<file path="src/rtl/one_to_four_demux_pkg.sv">
// Shared constants for the registered 1:4 demux router.
package one_to_four_demux_pkg;

    localparam int NUM_CH = 4;
    localparam int SEL_W  = 2;

    localparam logic [SEL_W-1:0] CH_OUT1 = 2'd0;
    localparam logic [SEL_W-1:0] CH_OUT2 = 2'd1;
    localparam logic [SEL_W-1:0] CH_OUT3 = 2'd2;
    localparam logic [SEL_W-1:0] CH_OUT4 = 2'd3;

endpackage

</file>
<file path="src/rtl/demux_channel_slot.sv">
// Single-entry channel holding register with load/drain handshake.
module demux_channel_slot #(
    parameter int WIDTH = 1
) (
    input  logic             clk,
    input  logic             reset,
    input  logic             load,
    input  logic [WIDTH-1:0] load_data,
    input  logic             ready,
    output logic             full,
    output logic [WIDTH-1:0] data
);

    // A load on the draining edge replaces the consumed word, so full stays set.
    always_ff @(posedge clk) begin
        if (reset) begin
            full <= 1'b0;
            data <= '0;
        end else if (load) begin
            full <= 1'b1;
            data <= load_data;
        end else if (full && ready) begin
            full <= 1'b0;
        end
    end

endmodule

</file>
<file path="src/rtl/one_to_four_demux_router.sv">
// Registered 1:4 valid/ready router steered by {s1,s0}.
// Define ONE_TO_FOUR_DEMUX_RR_EN to add rr_mode round-robin steering.
module one_to_four_demux_router
    import one_to_four_demux_pkg::*;
#(
    parameter int WIDTH = 1
) (
    input  logic                    clk,
    input  logic                    reset,
    input  logic                    in_valid,
    input  logic [WIDTH-1:0]        in_data,
    input  logic                    s0,
    input  logic                    s1,
`ifdef ONE_TO_FOUR_DEMUX_RR_EN
    input  logic                    rr_mode,
`endif
    output logic                    in_ready,
    output logic [NUM_CH-1:0]       out_valid,
    output logic [NUM_CH*WIDTH-1:0] out_data,
    input  logic [NUM_CH-1:0]       out_ready
);

    logic [SEL_W-1:0]  dest;
    logic [NUM_CH-1:0] full;
    logic              accept;

`ifdef ONE_TO_FOUR_DEMUX_RR_EN
    logic [SEL_W-1:0] rr_ptr;

    always_ff @(posedge clk) begin
        if (reset) begin
            rr_ptr <= '0;
        end else if (rr_mode && accept) begin
            rr_ptr <= rr_ptr + 2'd1;
        end
    end

    assign dest = rr_mode ? rr_ptr : {s1, s0};
`else
    assign dest = {s1, s0};
`endif

    assign in_ready  = !full[dest] || out_ready[dest];
    assign accept    = in_valid && in_ready;
    assign out_valid = full;

    for (genvar k = 0; k < NUM_CH; k++) begin : g_ch
        demux_channel_slot #(
            .WIDTH(WIDTH)
        ) u_slot (
            .clk      (clk),
            .reset    (reset),
            .load     (accept && (dest == SEL_W'(k))),
            .load_data(in_data),
            .ready    (out_ready[k]),
            .full     (full[k]),
            .data     (out_data[k*WIDTH +: WIDTH])
        );
    end

endmodule

</file>
<file path="config.mk">
export PLATFORM = sky130hd
export DESIGN_NAME = one_to_four_demux_router
export DESIGN_NICKNAME = d
export VERILOG_FILES = /design/src/rtl/one_to_four_demux_pkg.sv /design/src/rtl/demux_channel_slot.sv /design/src/rtl/one_to_four_demux_router.sv
export SDC_FILE = /design/constraint.sdc
export NUM_CORES = 1
export LEC_CHECK = 0
export CAP_MARGIN = 40
export CORE_AREA = 8 8 45 47
export CTS_CLUSTER_SIZE = 8
export DETAILED_ROUTE_END_ITERATION = 12
export DIE_AREA = 0 0 53 55
export DONT_BUFFER_PORTS = 1
export HOLD_SLACK_MARGIN = 0.05
export PLACE_DENSITY = 0.45
export SYNTH_ARGS = -nofsm -noshare
export SYNTH_HDL_FRONTEND = slang
export SYNTH_SLANG_ARGS = --single-unit
export TNS_END_PERCENT = 1
</file>
<file path="constraint.sdc">
create_clock -name clk -period 0.9 [get_ports clk]
set_input_delay 0.18 -clock clk [delete_from_list [all_inputs] [get_ports clk]]
set_output_delay 0.18 -clock clk [all_outputs]
set_load 0.01 [all_outputs]
</file>
==> summary.txt <==
Run status
  – Outcome: finished, violations left
  – Violations in the final reports: negative setup slack

Worst setup path
  – Kind of end point of the critical path: primary output
  – Setup slack, reg-to-reg: 0 ps
  – Depth of the critical timing path with buffers and inverters included: 2
  – Crit-path leading delay family: multiplexers
  – Worst r2r src: g_ch[2].u_slot.full
  – CP endpoint: in_ready
  – Worst Path Arrival: 1160 ps
  – Class of the most critical setup path: reg2out
  – CP max stage cell: mux4_2
  – Crit-path cells: nand2b_4 -> mux4_2
  – Launch point of the critical path: g_ch[3].u_slot.full
  – Terminus of the critical flop-to-flop path: g_ch[2].u_slot.data
  – Startpoint types: flop
  – Critical Path Max Stage Delay: roughly 510 ps
  – Required time of the critical path: just over 700 ps
  – Register-to-Register Path Depth: 4
  – Critical-path maximum fanout: 3
  – Number of buffer and inverter instances along the worst setup path: 0

Pwr
  – Pwr dens: 1430 mW/mm^2
  – Final Total Pwr: 728 uW
  – Largest voltage drop on the vdd net: roughly 0.00067 V
  – Leakage: 0.000201 uW

Layout
  – Final standard cell area without fillers: 508 um^2
  – Post-layout instance count excluding filler cells: 61
  – Total number of nets in the final design: 57
  – Fillers: 149
  – Area of all sequential standard cells: 166 um^2
  – Antenna fix cells: 0
  – Area used by multi-input combinational logic: 214 um^2
  – Layout-stage area growth over the synthesis result: 21.9%
  – Share of post-route cells with drive strength above 1: a little over 50%

Clock network
  – Clock Tree Buf Depth: 2
  – TritonCTS clock tree: yes
  – Clock-pin slew on the worst setup and hold paths: 50 ps
  – CTS Buf Count: 3
  – Skew-Pair Late Insertion Delay: 250 ps
  – Number of levels in the clock H-tree: 1
  – Sink Count: 8
  – Root buffer cell: clkbuf_4

STA
  – Setup ws final: -443 ps
  – Min Tclk post-route: 1340 ps
  – Unrepaired setup endpoints after global routing: true
  – Tightest Pin Transition: between 200 and 250 ps
  – Final Setup Violations: 2
  – Final Hold Viols: 0
  – Highest Clock Rate: 0.744 GHz
  – Final Slew Violations: 0
  – Final critical-path share of the clock period: 149%
  – Setup clock skew after layout: 0.115 ps
  – Normalized max-slew margin: roughly 86%
  – Final hold slack: 106 ps

Die
  – Number of rows created at floorplan: 14
  – I/O pin count: 19
  – Horiz. Die Dim: approximately 53 um
  – Effective utilization at floorplan: 30.1%
  – Die footprint: between 0.002 and 0.003 mm^2
  – Core region area: 0.00138 mm^2
  – Height of the die: ~55 um

Synth
  – Netlist cell types: 12
  – Cells after Synth: 41
  – Synth Area in Simple Gates: between 20% and 30%
  – Avg Inst Size Synth: 10.2 um^2
  – Fraction of synthesized area in multiplexers: 12.6%
  – Xor/xnor share of the synthesized area: 0%
  – Synthesized net count: 51
  – Sequential-to-total area share from yosys stat: 38.4%
  – Post-Synth Adder-Cell Area: 0%
  – Synthesized-area fraction occupied by ao, oa, aoi and oai cells: under 10%
  – Number of synthesized register bits: 8
  – Dominant combinational cell family by area after synthesis: simple AND/OR/NAND/NOR gates
  – Post-Syn Area: 417 um^2
  – Count of yosys warnings during synthesis: 0

Placed design
  – HPWL after DPL: roughly 740 um
  – Input/output buffers: 0
  – Number of cells in the design after placement: 56
  – Placed instance area: roughly 430 um^2
  – Routability cong.: just over 0.7

Detailed routing
  – Post-DR vias/cell: 5.00
  – Final routed wirelength across all metal layers: 946 um
  – Number of iterations in the first detailed-routing pass: 4
  – DRC violation count after routing: 0
  – Total number of vias: 305
  – DR iter-0 viols: 2
  – Average wire length per cell after detail routing: between 15 and 20 um
  – Count of antenna-violating nets left after detailed routing: 0

Global route
  – Final global-route overflow total: 0
  – Antenna violations before repair: 0
  – Pin count of the biggest net entering global routing: 7
  – Vias in the first global route: around 300
  – Global-route wire length before repair: 1460 um
  – Combined global-route utilization of all metal layers: 7.35%

Min path
  – Class of the tightest hold or removal check: in2reg

Run
  – Number of violations of the max-capacitance limit: 0
sequential cells by signal (all words and copies together), names as in the netlist:
signal,cells
g_ch.u_slot.data,4
g_ch.u_slot.full,4
Yosys cell counts, drive strengths merged:
library cell  number  area share, %
nor2b              3            4.5
o31ai              1            3.0
nand4b             2            4.2
buf                8             14
a21oi              4            4.8
dfxtp              8             38
nand2b             8             12
mux4               1            5.4
o21ai              1            2.1
mux2i              3            7.2
nand3              1            1.2
or3b               1            2.7
area by class of cell:
| class | instances | share of cell area (%) |
|---|---|---|
| sequential | 8 | 32.8 |
| timing repair buffer | 9 | 16.7 |
| multi-input combinational | 25 | 42.1 |
| tap | 16 | 3.94 |
| clock buffer | 3 | 4.43 |
logic make-up after synthesis:
group           Yosys count
simple gates             15
buf+inv                   8
flops                     8
compound gates            6
mux                       4
timing repair:
item | in CTS | in global routing
gates resized for setup | 3 | 7
gates cloned | 0 | 0
pin swaps | 2 | 1
hold buffers | 1 | 0
endpoints found under the setup margin | 3 | 10
setup buffers | 1 | 0
hold endpoints to repair | 4 | 0
worst min-delay path by stage:
| stage | end | startpoint | depth (start not counted) | slack, ps |
|---|---|---|---|---|
| floorplan | g_ch[1].u_slot.full | reset | 1 | 240 |
| global placement | g_ch[3].u_slot.full | reset | 1 | 250 |
| detailed placement | g_ch[1].u_slot.full | reset | 1 | 250 |
| CTS | g_ch[0].u_slot.data | reset | 3 | 100 |
| global route | g_ch[1].u_slot.data | reset | 2 | 100 |
| finish | g_ch[0].u_slot.data | reset | 3 | 110 |
where the power goes:
part | internal [uW] | switching (uW) | total (uW)
combinational | 50.9 | 30.3 | 81.2
sequential | 370 | 11.9 | 381
clock | 152 | 114 | 266
total | 572 | 156 | 728
metal layers:
metal | track usage (%) | wire length (um)
met2 | 9.57 | 405
met5 | 0 | 0
met1 | 8.14 | 383
met4 | 3.88 | 0
met3 | 6.15 | 157
worst register-to-register path, delay by kind of cell (launching register included):
family                 cells  cell delay, ps
multiplexers               1             140
AND/OR/NAND/NOR            2             210
flip-flops                 1             320
buffers and inverters      1             110
layout by cell type, fill, tap and decap left out:
cell type / n
clkbuf_4: 3
a21oi_1: 4
mux4_2: 1
nand4b_1: 2
dlygate4sd3_1: 1
nand2b_1: 6
o31ai_2: 1
dfxtp_2: 5
nor2b_1: 2
o21ai_2: 1
nand3_1: 1
buf_4: 4
mux2i_1: 3
or3b_4: 1
nand2b_4: 2
buf_6: 4
dfxtp_1: 3
nor2b_2: 1
per-stage QoR:
step / util (%) / setup WS, ps / TNS (ps)
floorplan: - / -147 / -147
global placement: 31.2 / -199 / -213
detailed placement: 31.2 / -205 / -233
CTS: 35.1 / -462 / -581
global route: 36.7 / -492 / -794
finish: 36.7 / -443 / -539
Power figures use the tool's default switching activity.
==> RTL edit (config.mk and constraints unchanged) <==
Set the package constant `NUM_CH` to 5 (it was 4).
--- a/src/rtl/one_to_four_demux_pkg.sv
+++ b/src/rtl/one_to_four_demux_pkg.sv
@@ -1,7 +1,7 @@
 // Shared constants for the registered 1:4 demux router.
 package one_to_four_demux_pkg;
 
-    localparam int NUM_CH = 4;
+    localparam int NUM_CH = 5;
     localparam int SEL_W  = 2;
 
     localparam logic [SEL_W-1:0] CH_OUT1 = 2'd0;
Ports: changed (resized out_data, out_ready and out_valid); port bits go from 19 to 22. The function was not compared with the original's and may differ.
==> RTL edit against the unedited design <==
- the run still ends with setup timing left
- total power up 14%
- worst setup slack lost 0.013 ns
- clock power is 16% higher
- sequential cell count increased by 1
- synthesized area rose by 17%
- wire length rose by 1.2%
- count of clock-buffer cells in the layout up 1
- final area grew 11%
==> RTL edit: results (changes against the unedited design) <==
stage,metric,value,unit,change
yosys,synth.avg_cell_area,10.3,um2,+1.6%
place,pre_cts_ws,-0.183,ns,+0.0216 ns
global_route,gr-usage-met3,5.88,%,-0.27 points
routing,routed_length_on_met3,135,um,-14%
timing,holdWs,0.0604,ns,-0.0458 ns
power,total_leakage_power,0.247,nW,+23%
yosys,multiplexer_fraction_of_the_synthesized_cell_area,12.9,%,+0.27 points
place,place_congestion,0.699,,-0.92%
outcome,status,finished with violations,,
global_route,grt_pass1_wl,1470,um,+0.96%
timing,finalSetupTns,-0.499,ns,+0.0408 ns
finish,biggestRegsByFlops,"g_ch.u_slot.full x5, g_ch.u_slot.data x4",,
place,total_instance_count_after_detailed_placement,61,,+8.9%
yosys,synth_common_cells,"sky130_fd_sc_hd__buf_4 (10), sky130_fd_sc_hd__dfxtp_1 (9), sky130_fd_sc_hd__nand2b_1 (7), sky130_fd_sc_hd__a21oi_1 (5)",,
global_route,via_count_of_the_first_global_routing_pass,356,,+18%
min_path,worst_hold_startpoint,s1,,
power,worst_ir_drop_vdd,0.617,mV,-8.2%
place,placed_wire_length_estimate_after_detailed_placement,811,um,+9.1%
place,placedInstanceArea,498,um2,+15%
routing,dr.max_layer_used,met4,,
routing,dr.first_iter.drc_count,1,,-1
routing,route.layer.met1.wl,303,um,-21%
yosys,postSynthNetCount,58,,+14%
yosys,synth-compound-area-share,5.15,%,-4.8 points
routing,avgViaCountPerCell,4.65,,-7.0%
worst_setup_path,reg2reg_slack,-0.03,ns,-0.03 ns
worst_setup_path,crit_fanout,2,,-1
global_route,grt_util_overall,7.23,%,-0.12 points
yosys,leading_post_synthesis_cells_by_cell_area,"sky130_fd_sc_hd__dfxtp_1 (37%), sky130_fd_sc_hd__buf_4 (15%), sky130_fd_sc_hd__nand2b_4 (11%)",,
routing,wirelength,957,um,+1.2%
cts,worst_setup_hold_path_clk_slew,0.07,ns,+0.02 ns
timing,worstMarginPinSlew,0.191,ns,-0.0243 ns
timing,clock-skew-final,0.00663,ns,+0.00652 ns
finish,drive_above_1_share,50.0,%,-1.1 points
global_route,met1_usage,5.21,%,-2.9 points
timing,postLayoutSetupSlackWorst,-0.457,ns,-0.0134 ns
routing,routed-wl-met2,508,um,+25%
global_route,globalRouteMet2Util,12.5,%,+2.9 points
timing,timing.final.setup_violations,4,,+2
cts,cts.repair.resized,5,,+2
worst_setup_path,critical_path_at,1.18,ns,+0.02 ns
yosys,synth-seq-area-share,37.1,%,-1.3 points
worst_setup_path,critical_path.reg2reg.startpoint,g_ch[0].u_slot.full,,
cts,post_cts_setup_buffers,0,,-1
outcome,failed_checks,setup timing,,
routing,drt_pre_antenna_iters,2,,-2
routing,detail_route.wl_per_cell,14.5,um,-6.5%
==> RTL edit: cell types whose count changed in the layout (fill, tap and decap cells not counted), sizes merged, moves of 2 or more <==
cell / before / now
nor2b: 3 / 1
nand2b: 8 / 11
nand3b: 0 / 2
nand4b: 2 / 0
==> RTL edit: power by group <==
group / internal (mW) / switching (mW) / total (mW)
Sequential: 0.415 / 0.0155 / 0.430
Clock: 0.171 / 0.138 / 0.309
Combinational: 0.0574 / 0.0332 / 0.0906
Total: 0.643 / 0.187 / 0.830
==> RTL edit: area by class of cell <==
type	count	area (um2)
fillers	142	821
multi-input cells	27	238
clock buffers	4	26.3
repair buffers	10	92.6
well taps	16	20.0
flip-flops and latches	9	186
==> RTL edit: final timing paths <==
path | endpoint | cells after the start
hold / removal | g_ch[2].u_slot.full | 2
hold reg to reg | g_ch[0].u_slot.data | 2
setup / recovery | in_ready | 2
setup reg to reg | g_ch[0].u_slot.data | 4
